**src/rtl/timing_pkg.sv**
```systemverilog
// Shared phase-state encodings and default timing constants for the bar phase decoder.
package timing_pkg;

    typedef enum logic [2:0] {
        PH_UNLOCKED = 3'd0,
        PH_IDLE     = 3'd1,
        PH_S1       = 3'd2,
        PH_YPLATE   = 3'd3,
        PH_AWAIT    = 3'd4,
        PH_ACTION   = 3'd5
    } phase_t;

    localparam int DEF_ACT_TIMEOUT = 8;
    localparam int DEF_STOP_GAP    = 4;
    localparam int DEF_CNT_W       = 16;

    function automatic logic halver_onehot(input logic hs, input logic ha);
        return hs ^ ha;
    endfunction

endpackage

```
**src/rtl/bar_phase_decoder_if.sv**
```systemverilog
// Beat/waveform inputs and decoded phase outputs of the bar phase decoder.
interface bar_phase_decoder_if #(
    parameter int CNT_W = 16
);
    logic             ready;
    logic             w_HS;
    logic             w_HA;
    logic             w_PP_WF;
    logic             w_ACTION_TRIGGER_AUTO;
    logic             w_ERR_CLR;
    logic             w_BAR_START;
    logic             w_S1_DEC;
    logic             w_ACTION_STROBE;
    logic             w_BAR_DONE;
    logic             w_STOPPED;
    logic             w_SEQ_ERR;
    logic [2:0]       b_PHASE;
    logic [CNT_W-1:0] b_BAR_CNT;

    modport master (
        output ready, w_HS, w_HA, w_PP_WF, w_ACTION_TRIGGER_AUTO, w_ERR_CLR,
        input  w_BAR_START, w_S1_DEC, w_ACTION_STROBE, w_BAR_DONE,
               w_STOPPED, w_SEQ_ERR, b_PHASE, b_BAR_CNT
    );

    modport slave (
        input  ready, w_HS, w_HA, w_PP_WF, w_ACTION_TRIGGER_AUTO, w_ERR_CLR,
        output w_BAR_START, w_S1_DEC, w_ACTION_STROBE, w_BAR_DONE,
               w_STOPPED, w_SEQ_ERR, b_PHASE, b_BAR_CNT
    );
endinterface

```
**src/rtl/halver_checker.sv**
```systemverilog
// Checks that locked halver beats are one-hot and alternate; err_stb flags a bad beat.
module halver_checker
    import timing_pkg::*;
(
    input  logic w_CLK,
    input  logic w_RST_N,
    input  logic ready,
    input  logic locked,
    input  logic w_HS,
    input  logic w_HA,
    output logic err_stb
);

    logic last_hs_reg;

    always_ff @(posedge w_CLK or negedge w_RST_N) begin
        if (!w_RST_N) begin
            last_hs_reg <= 1'b0;
        end else if (ready) begin
            if (!locked) begin
                if (w_HS && !w_HA) last_hs_reg <= 1'b1;
            end else if (halver_onehot(w_HS, w_HA)) begin
                last_hs_reg <= w_HS;
            end
        end
    end

    // A one-hot beat equal to the previous one is a repeat.
    assign err_stb = ready && locked &&
                     (!halver_onehot(w_HS, w_HA) || (w_HS == last_hs_reg));

endmodule

```
**src/rtl/bar_phase_decoder.sv**
```systemverilog
// Bar phase decoder FSM with timeout, stop detection and sticky sequence error.
// Optional completed-bar counter enabled by BAR_PHASE_BAR_COUNT_EN.
module bar_phase_decoder
    import timing_pkg::*;
#(
    parameter int ACT_TIMEOUT = DEF_ACT_TIMEOUT,
    parameter int STOP_GAP    = DEF_STOP_GAP,
    parameter int CNT_W       = DEF_CNT_W
) (
    input  logic              w_CLK,
    input  logic              w_RST_N,
    bar_phase_decoder_if.slave bus
);

    localparam int TO_W  = $clog2(ACT_TIMEOUT + 1);
    localparam int GAP_W = $clog2(STOP_GAP + 1);

    phase_t             state_reg, state_next;
    logic [TO_W-1:0]    act_cnt_reg, act_cnt_next;
    logic [GAP_W-1:0]   gap_reg, gap_next;
    logic               fsm_err, halver_err;
    logic               bar_start_reg, bar_start_next;
    logic               s1_dec_reg, s1_dec_next;
    logic               strobe_reg, strobe_next;
    logic               done_reg, done_next;
    logic               stopped_reg, stopped_next;
    logic               err_reg, err_next;

    halver_checker u_halver (
        .w_CLK   (w_CLK),
        .w_RST_N (w_RST_N),
        .ready   (bus.ready),
        .locked  (state_reg != PH_UNLOCKED),
        .w_HS    (bus.w_HS),
        .w_HA    (bus.w_HA),
        .err_stb (halver_err)
    );

    always_ff @(posedge w_CLK or negedge w_RST_N) begin
        if (!w_RST_N) state_reg <= PH_UNLOCKED;
        else          state_reg <= state_next;
    end

    always_comb begin
        state_next   = state_reg;
        act_cnt_next = act_cnt_reg;
        fsm_err      = 1'b0;
        if (bus.ready) begin
            if (bus.w_ACTION_TRIGGER_AUTO && state_reg != PH_AWAIT) fsm_err = 1'b1;
            case (state_reg)
                PH_UNLOCKED: if (bus.w_HS && !bus.w_HA) state_next = PH_IDLE;
                PH_IDLE:     if (bus.w_PP_WF) state_next = PH_S1;
                PH_S1:       state_next = PH_YPLATE;
                PH_YPLATE:   if (bus.w_HA) state_next = PH_AWAIT;
                PH_AWAIT: begin
                    if (bus.w_ACTION_TRIGGER_AUTO) begin
                        state_next = PH_ACTION;
                    end else if (bus.w_PP_WF) begin
                        state_next = PH_S1;
                        fsm_err    = 1'b1;
                    end else if (act_cnt_reg == TO_W'(ACT_TIMEOUT - 1)) begin
                        state_next = PH_IDLE;
                        fsm_err    = 1'b1;
                    end else begin
                        act_cnt_next = act_cnt_reg + 1'b1;
                    end
                end
                PH_ACTION:   state_next = bus.w_PP_WF ? PH_S1 : PH_IDLE;
                default:     state_next = PH_UNLOCKED;
            endcase
            // Timeout counter is only meaningful while waiting for the trigger.
            if (state_reg != PH_AWAIT) act_cnt_next = '0;
        end
    end

    always_comb begin
        bar_start_next = (state_reg != PH_S1) && (state_next == PH_S1);
        s1_dec_next    = (state_next == PH_S1);
        strobe_next    = (state_reg == PH_AWAIT) && (state_next == PH_ACTION);
        done_next      = bus.ready && (state_reg == PH_ACTION);
        gap_next       = gap_reg;
        stopped_next   = stopped_reg;
        if (bus.ready) begin
            if (state_reg != PH_IDLE) begin
                gap_next = '0;
            end else if (bus.w_PP_WF) begin
                gap_next     = '0;
                stopped_next = 1'b0;
            end else begin
                if (gap_reg != GAP_W'(STOP_GAP)) gap_next = gap_reg + 1'b1;
                if (gap_reg >= GAP_W'(STOP_GAP - 1)) stopped_next = 1'b1;
            end
        end
        if (halver_err || fsm_err) err_next = 1'b1;
        else if (bus.w_ERR_CLR)    err_next = 1'b0;
        else                       err_next = err_reg;
    end

    always_ff @(posedge w_CLK or negedge w_RST_N) begin
        if (!w_RST_N) begin
            act_cnt_reg   <= '0;
            gap_reg       <= '0;
            bar_start_reg <= 1'b0;
            s1_dec_reg    <= 1'b0;
            strobe_reg    <= 1'b0;
            done_reg      <= 1'b0;
            stopped_reg   <= 1'b1;
            err_reg       <= 1'b0;
        end else begin
            act_cnt_reg   <= act_cnt_next;
            gap_reg       <= gap_next;
            bar_start_reg <= bar_start_next;
            s1_dec_reg    <= s1_dec_next;
            strobe_reg    <= strobe_next;
            done_reg      <= done_next;
            stopped_reg   <= stopped_next;
            err_reg       <= err_next;
        end
    end

`ifdef BAR_PHASE_BAR_COUNT_EN
    logic [CNT_W-1:0] bar_cnt_reg;

    always_ff @(posedge w_CLK or negedge w_RST_N) begin
        if (!w_RST_N)                            bar_cnt_reg <= '0;
        else if (done_next && bar_cnt_reg != '1) bar_cnt_reg <= bar_cnt_reg + 1'b1;
    end

    assign bus.b_BAR_CNT = bar_cnt_reg;
`else
    assign bus.b_BAR_CNT = {CNT_W{1'b0}};
`endif

    assign bus.w_BAR_START     = bar_start_reg;
    assign bus.w_S1_DEC        = s1_dec_reg;
    assign bus.w_ACTION_STROBE = strobe_reg;
    assign bus.w_BAR_DONE      = done_reg;
    assign bus.w_STOPPED       = stopped_reg;
    assign bus.w_SEQ_ERR       = err_reg;
    assign bus.b_PHASE         = state_reg;

endmodule

```
**src/flat_wrapper.sv**
```systemverilog
// flat-port wrapper written by rule: the top's interface ports become plain ports
module bar_phase_decoder_flat import timing_pkg::*;
#(
    parameter int ACT_TIMEOUT = DEF_ACT_TIMEOUT,
    parameter int STOP_GAP    = DEF_STOP_GAP,
    parameter int CNT_W       = DEF_CNT_W
)
  (w_CLK, w_RST_N, bus_ready, bus_w_HS, bus_w_HA, bus_w_PP_WF, bus_w_ACTION_TRIGGER_AUTO, bus_w_ERR_CLR, bus_w_BAR_START, bus_w_S1_DEC, bus_w_ACTION_STROBE, bus_w_BAR_DONE, bus_w_STOPPED, bus_w_SEQ_ERR, bus_b_PHASE, bus_b_BAR_CNT);
  bar_phase_decoder_if #(.CNT_W(CNT_W)) bus_i ();
  input  logic w_CLK;
  input  logic w_RST_N;
  input wire logic [$bits(bus_i.ready)-1:0] bus_ready;
  input wire logic [$bits(bus_i.w_HS)-1:0] bus_w_HS;
  input wire logic [$bits(bus_i.w_HA)-1:0] bus_w_HA;
  input wire logic [$bits(bus_i.w_PP_WF)-1:0] bus_w_PP_WF;
  input wire logic [$bits(bus_i.w_ACTION_TRIGGER_AUTO)-1:0] bus_w_ACTION_TRIGGER_AUTO;
  input wire logic [$bits(bus_i.w_ERR_CLR)-1:0] bus_w_ERR_CLR;
  output wire logic [$bits(bus_i.w_BAR_START)-1:0] bus_w_BAR_START;
  output wire logic [$bits(bus_i.w_S1_DEC)-1:0] bus_w_S1_DEC;
  output wire logic [$bits(bus_i.w_ACTION_STROBE)-1:0] bus_w_ACTION_STROBE;
  output wire logic [$bits(bus_i.w_BAR_DONE)-1:0] bus_w_BAR_DONE;
  output wire logic [$bits(bus_i.w_STOPPED)-1:0] bus_w_STOPPED;
  output wire logic [$bits(bus_i.w_SEQ_ERR)-1:0] bus_w_SEQ_ERR;
  output wire logic [$bits(bus_i.b_PHASE)-1:0] bus_b_PHASE;
  output wire logic [$bits(bus_i.b_BAR_CNT)-1:0] bus_b_BAR_CNT;
  assign bus_i.ready = bus_ready;
  assign bus_i.w_HS = bus_w_HS;
  assign bus_i.w_HA = bus_w_HA;
  assign bus_i.w_PP_WF = bus_w_PP_WF;
  assign bus_i.w_ACTION_TRIGGER_AUTO = bus_w_ACTION_TRIGGER_AUTO;
  assign bus_i.w_ERR_CLR = bus_w_ERR_CLR;
  assign bus_w_BAR_START = bus_i.w_BAR_START;
  assign bus_w_S1_DEC = bus_i.w_S1_DEC;
  assign bus_w_ACTION_STROBE = bus_i.w_ACTION_STROBE;
  assign bus_w_BAR_DONE = bus_i.w_BAR_DONE;
  assign bus_w_STOPPED = bus_i.w_STOPPED;
  assign bus_w_SEQ_ERR = bus_i.w_SEQ_ERR;
  assign bus_b_PHASE = bus_i.b_PHASE;
  assign bus_b_BAR_CNT = bus_i.b_BAR_CNT;
  bar_phase_decoder #(.ACT_TIMEOUT(ACT_TIMEOUT), .STOP_GAP(STOP_GAP), .CNT_W(CNT_W)) u_core (.w_CLK(w_CLK), .w_RST_N(w_RST_N), .bus(bus_i));
endmodule
```
**config.mk**
```make
export PLATFORM = sky130hd
export DESIGN_NAME = bar_phase_decoder_flat
export DESIGN_NICKNAME = d
export VERILOG_FILES = /design/src/rtl/timing_pkg.sv /design/src/rtl/bar_phase_decoder_if.sv /design/src/rtl/halver_checker.sv /design/src/rtl/bar_phase_decoder.sv /design/src/flat_wrapper.sv
export SDC_FILE = /design/constraint.sdc
export NUM_CORES = 1
export LEC_CHECK = 0
export CORE_ASPECT_RATIO = 0.6
export CORE_MARGIN = 8
export CORE_UTILIZATION = 47
export CTS_CLUSTER_SIZE = 8
export DETAILED_ROUTE_END_ITERATION = 8
export PLACE_DENSITY = 0.78
export SYNTH_ARGS = -nofsm -noshare
export SYNTH_HDL_FRONTEND = slang
export SYNTH_HIERARCHICAL = 1
export SYNTH_SLANG_ARGS = --single-unit
```
**constraint.sdc**
```tcl
create_clock -name w_CLK -period 2 [get_ports w_CLK]
set_input_delay 0.3 -clock w_CLK [delete_from_list [all_inputs] [get_ports w_CLK]]
set_output_delay 0.3 -clock w_CLK [all_outputs]
set_load 0.01 [all_outputs]
```
# Yosys cells after proc, flatten, opt, wreduce, memory -nomap -nowiden
# Index checks and enable logic that the tools add are counted.
[classes]
eq_ne = 17
bitwise = 2
n_mux = 30
reduce_logical = 22
add_sub_neg = 2
order_cmp = 1
[ops]
columns = ["cell", "count"]
rows = [
  ["two-way mux 3 bit", 10],
  ["two-way mux 4 bit", 5],
  ["one-hot mux 3 bit (6 select lines)", 1],
  ["two-way mux 1 bit", 13],
  ["equality test 3 x 2 -> 1 bit, second input constant", 3],
  ["equality test 3 bit, second input constant", 3],
  ["nonzero test 2 bit", 4],
  ["logical AND 1 bit", 7],
  ["!= test 2 x 1 -> 1 bit, second input constant", 3],
  ["!= test 3 bit, second input constant", 2],
  ["AND reduction 3 bit", 2],
  ["nonzero test 3 bit", 2],
  ["AND reduction 5 bit", 1],
  ["adder 4 x 1 -> 4 bit, second input constant", 1],
  ["equality test 4 x 3 -> 1 bit, second input constant", 1],
  ["adder 3 x 1 -> 3 bit, second input constant", 1],
  ["equality test 3 x 1 -> 1 bit, second input constant", 1],
  [">= comparator 3 x 2 -> 1 bit, second input constant", 1],
  ["logical NOT 3 bit", 1],
  ["!= test 3 x 1 -> 1 bit, second input constant", 1],
  ["!= test 3 x 2 -> 1 bit, second input constant", 1],
  ["logical NOT 1 bit", 2],
  ["logical OR 1 bit", 2],
  ["two-way mux 2 bit", 1],
  ["other kinds (5)", 5],
]
[totals]
ff_bits = 17
out_inout_bits = 25

# Logic depth before layout (Yosys ltp)
# Gate-level depths: netlist of run 1.
[logic_depth]
ltp_word = 10
depth_mapped = 6
mapped_depth_nobuf = 6

# Hierarchy
# The synthesis of run 1 kept the hierarchy.
[by_module_without_submodules]
columns = ["mod", "area_per_inst_um2", "seq_area_each_um2", "instances", "cells_per_inst"]
rows = [
  ["bar_phase_decoder", 1089.8, 401.6, 1, 114],
  ["halver_checker", 102.6, 25.0, 1, 10],
]

# Worst setup path after synthesis of run 1
# OpenSTA, ideal clock, no wires.
[synth_timing]
path_kind = "flip-flop to flip-flop"
startpoint = "reg u_core.act_cnt_reg[0]"
endpoint = "reg u_core.act_cnt_reg[0]"
setup_time_ns = 0.125
n_path_buf = 0
arrival_ns = 1.389
period_less_slack_ns = 1.514
path_stages_with_launch = 6
slack_ns = 0.486
cell_sequence = "dfrtp_1 ha_1 and3b_1 nor3_1 o21ai_0 mux2_2"
[synth_between]
elab_chain_len = 6
word_cells_on_any_way = 9
classes_between = "1 x add/sub; 2 x eq/ne; 5 x mux; 1 x reduce/logical"
[synth_rtl]
columns = ["element", "line_no", "source"]
rows = [
  ["from (decl)", "bar_phase_decoder.sv:19", "logic [TO_W-1:0] act_cnt_reg, act_cnt_next;"],
  ["from (signal assigned)", "bar_phase_decoder.sv:110", "act_cnt_reg <= act_cnt_next;"],
  ["adder 4 x 1 -> 4 bit", "bar_phase_decoder.sv:65", "act_cnt_next = act_cnt_reg + 1'b1;"],
  ["two-way mux 4 bit", "bar_phase_decoder.sv:61", "end else if (act_cnt_reg == TO_W'(ACT_TIMEOUT - 1)) begin"],
  ["two-way mux 4 bit", "bar_phase_decoder.sv:58", "end else if (bus.w_PP_WF) begin"],
  ["two-way mux 4 bit", "bar_phase_decoder.sv:56", "if (bus.w_ACTION_TRIGGER_AUTO) begin"],
  ["two-way mux 4 bit", "bar_phase_decoder.sv:50", "case (state_reg)"],
  ["two-way mux 4 bit", "bar_phase_decoder.sv:72", "if (state_reg != PH_AWAIT) act_cnt_next = '0;"],
]
# Several ways; a longest one is shown, not always the timed one. The select of a mux whose other input is x is not followed.
# A chain may end at the register's enable or synchronous reset.

# Worst setup path after layout of run 1
[layout_timing]
startpoint = "reg u_core.state_reg[1] (netlist: u_core/bus.b_PHASE[1])"
endpoint = "out bus_b_PHASE[1]"
[layout_lines]
columns = ["element", "line_no", "source"]
rows = [
  ["from (decl)", "bar_phase_decoder.sv:18", "phase_t state_reg, state_next;"],
  ["from (signal assigned)", "bar_phase_decoder.sv:41", "else state_reg <= state_next;"],
  ["to (decl)", "flat_wrapper.sv:24", "output wire logic [$bits(bus_i.b_PHASE)-1:0] bus_b_PHASE;"],
]
# No word-level cell between the ends.

==> flow_summary.yaml, run 1 <==
status:
  outcome: "finished, final reports clean"
timing:
  max_slew.worst_pin.slew_ps: 514.0
  report.final.slew_viol_count: 0
  fmax_mhz: 536.9
  fin_tns_setup_ps: 0
  fin_skew_ps: 5.941
  slew_headroom: 0.6573
  min_period_over_period: 0.9312
  setup_viol: 0
  final_hold_viol_count: 0
  rsz0062_at_grt: "false"
  post-route-min-period_ps: 1862
  setup_ws_ps: 137.6
global_routing:
  grt_pass1_wl_um: 4098
  grt_util_all_layers: 0.1191
  gr-total-overflow: 0
  grt_pass1_vias: 887
  grt_max_degree: 18
  antenna_found_initial: 0
setup_path:
  slowest_stage: "dfrtp_1"
  critical_path.max_stage_delay_ps: 660
  path_buf_inv: 1
  worstPathRequired_ps: 1700
  worstPathMaxFanout: 17
  crit_arrival_ps: 1560
  crit_path_end_kind: "primary output"
  critPathLaunchType: "flip-flop"
  critPathKind: "flip-flop to primary output"
  path_delay_family: "flip-flops"
  path_cells: "clkdlybuf4s50_1"
clocking:
  clk_path_buf_depth: 2
  cts_setup_buffers: 0
  cts_made_buffers: 3
  cts_tree: "yes"
  clkSinkCount: 17
  cts_resized: 0
  clk_pin_slew_ps: 70
  root_buffer: "clkbuf_8"
  h-tree-depth: 1
  worstSkewPairLatency_ps: 250
  hold_buffers: 0
job:
  cap_violations: 0
power_and_ir_drop:
  irDropWorstVdd_mv: 0.4930
  p_comb_frac: 0.379
  switching_share: 0.3632
  p_switching_mw: 0.4669
  powerDensity_nw_per_um2: 955.8
  pwr-share-seq: 0.419
  pwr-share-clk: 0.201
  power.internal_mw: 0.8187
  p_leak_nw: 0.6137
detailed_routing:
  drc: 0
  drt_wl_total_um: 2611
  vias: 924
  first_pass_iters: 4
  post_drt_wl_per_cell_um: 15.27
  ant_nets: 0
  viasPerCell: 5.404
  drt_iter0_markers: 65
synth:
  netlist_area_um2: 1192
  ys_ff_latch: 17
  synth_simple_gate_area_frac: 0.2298
  synthMuxAreaShare: 0.009444
  synth_fa_ha_area_frac: 0.05247
  synth_xor_area_frac: 0.007345
  synth_top_family_by_area: "simple AND/OR/NAND/NOR gates"
  synth_enable_flop_cells: 0
  synth-async-reset-ratio: 1.000
  yosys_most_used_dff: "dfrtp_1"
  ys_warn_count: 6
  yosysUniqueCellTypes: 48
  synth_seq_area_share: 0.3578
  syn_area_per_cell_um2: 9.616
  postSynthCellCount: 124
  synth_compound_area_frac: 0.1742
floorplanning:
  fp.dieH_um: 55.02
  rows: 14
  initial_utilization: 0.4862
  ioPinCount: 33
  coreArea_um2: 2452
  die-area_um2: 4458
  die_w_um: 81.03
final_layout:
  nFillCells: 226
  diodes: 0
  regArea_um2: 426.7
  drive_above_1_share: 0.1079
  finalNetCount: 153
  area_delta_synth_final_pct: 12.80
  multi_input_area_um2: 624.3
  final_cell_mix: "16 x clkdlybuf4s50_1, 16 x conb_1, 16 x dfrtp_1, 9 x nand2_1, 8 x inv_1"
  largest_register_ffs: 4
place:
  gp_congestion: 0.7893
  portBuffers: 16
  place_hpwl_um: 1889
  pre_cts_slack_ps: 94.12
hold_path:
  hold_class: "input port to async pin"
## through the flow
stage               total power, mW  instances  hold WS (ps)  cell area [um2]    util
floorplan                    0.8797        139         4.409             1249       -
global placement              1.005        167         482.9             1300  0.5301
detailed placement            1.023        167         465.4             1300  0.5301
CTS                           1.288        171         375.4             1345  0.5485
global route                  1.367        171         401.1             1345  0.5485
finish                        1.286        171         366.8             1345  0.5485
## metal layers
layer,part of all wire,vias up,wire length (um),track usage
met5,0,-,0,0
met4,0.0023,0,6,0.01765
met3,0.097,2,254,0.06290
met2,0.44,29,1152,0.1907
met1,0.46,449,1197,0.1438
li1,-,444,-,-
## cell families (layout without fill, tap and decap cells)
family,Yosys count,after routing
AND/OR/NAND/NOR,40,40
buffers and inverters,31,31
other,1,16
flip-flops,17,17
multiplexers,1,1
AO/OA/AOI/OAI,28,28
XOR/XNOR,1,1
adder cells (fa/ha/maj),5,5
## Yosys cell counts, drive strengths merged (2+ instances only)
cell,count,area share
o21ai,9,0.038
nor4b,2,0.015
buf,21,0.13
o22ai,2,0.010
dfrtp,16,0.34
and2,2,0.010
and3b,2,0.015
nor3b,5,0.036
and3,2,0.010
inv,9,0.028
o31ai,2,0.013
nor2,3,0.0094
a21oi,4,0.020
a221o,2,0.017
nand4,2,0.010
nand2,9,0.028
ha,5,0.052
and4b,2,0.017
nand3b,2,0.013
## final timing paths
| kind | slack, ps | start | to | cells after the start |
|---|---|---|---|---|
| max | 140 | u_core/bus.b_PHASE[1] | bus_b_PHASE[1] | 1 |
| min | 370 | w_RST_N | u_core/gap_reg[1] | 2 |
| max reg2reg | 220 | u_core/act_cnt_reg[0] | u_core/act_cnt_reg[0] | 5 |
| min reg2reg | 470 | u_core/act_cnt_reg[3] | u_core/act_cnt_reg[3] | 1 |
| max in group asynchronous | 1380 | w_RST_N | u_core/bus.w_STOPPED | 2 |
| min in group w_CLK | 470 | u_core/act_cnt_reg[3] | u_core/act_cnt_reg[3] | 1 |
## area by class of cell
cell class	count	area share
flip-flops and latches	17	0.3172
multi-input cells	91	0.4642
clock buffers	4	0.03349
repair buffers	18	0.1302
inverters	9	0.02512
well taps	32	0.02977
## power by group through the flow
stage,combinational (mW),clock (mW),sequential (mW)
2_1_floorplan,0.381,0,0.499
3_3_place_gp,0.468,0,0.536
3_5_place_dp,0.483,0,0.541
4_1_cts,0.487,0.265,0.536
5_1_grt,0.532,0.280,0.555
6_report,0.488,0.259,0.539
No activity file was read; power rests on OpenSTA's default activity.
==> inputs of run 2 (changes only) <==
--- a/config.mk
+++ b/config.mk
@@ -5,6 +5,7 @@
 export SDC_FILE = /design/constraint.sdc
 export NUM_CORES = 1
 export LEC_CHECK = 0
+export CAP_MARGIN = 20
 export CORE_ASPECT_RATIO = 0.6
 export CORE_MARGIN = 8
 export CORE_UTILIZATION = 47
==> results of run 2 <==
The final DEF is identical to that of run 1; final timing and power are the same.
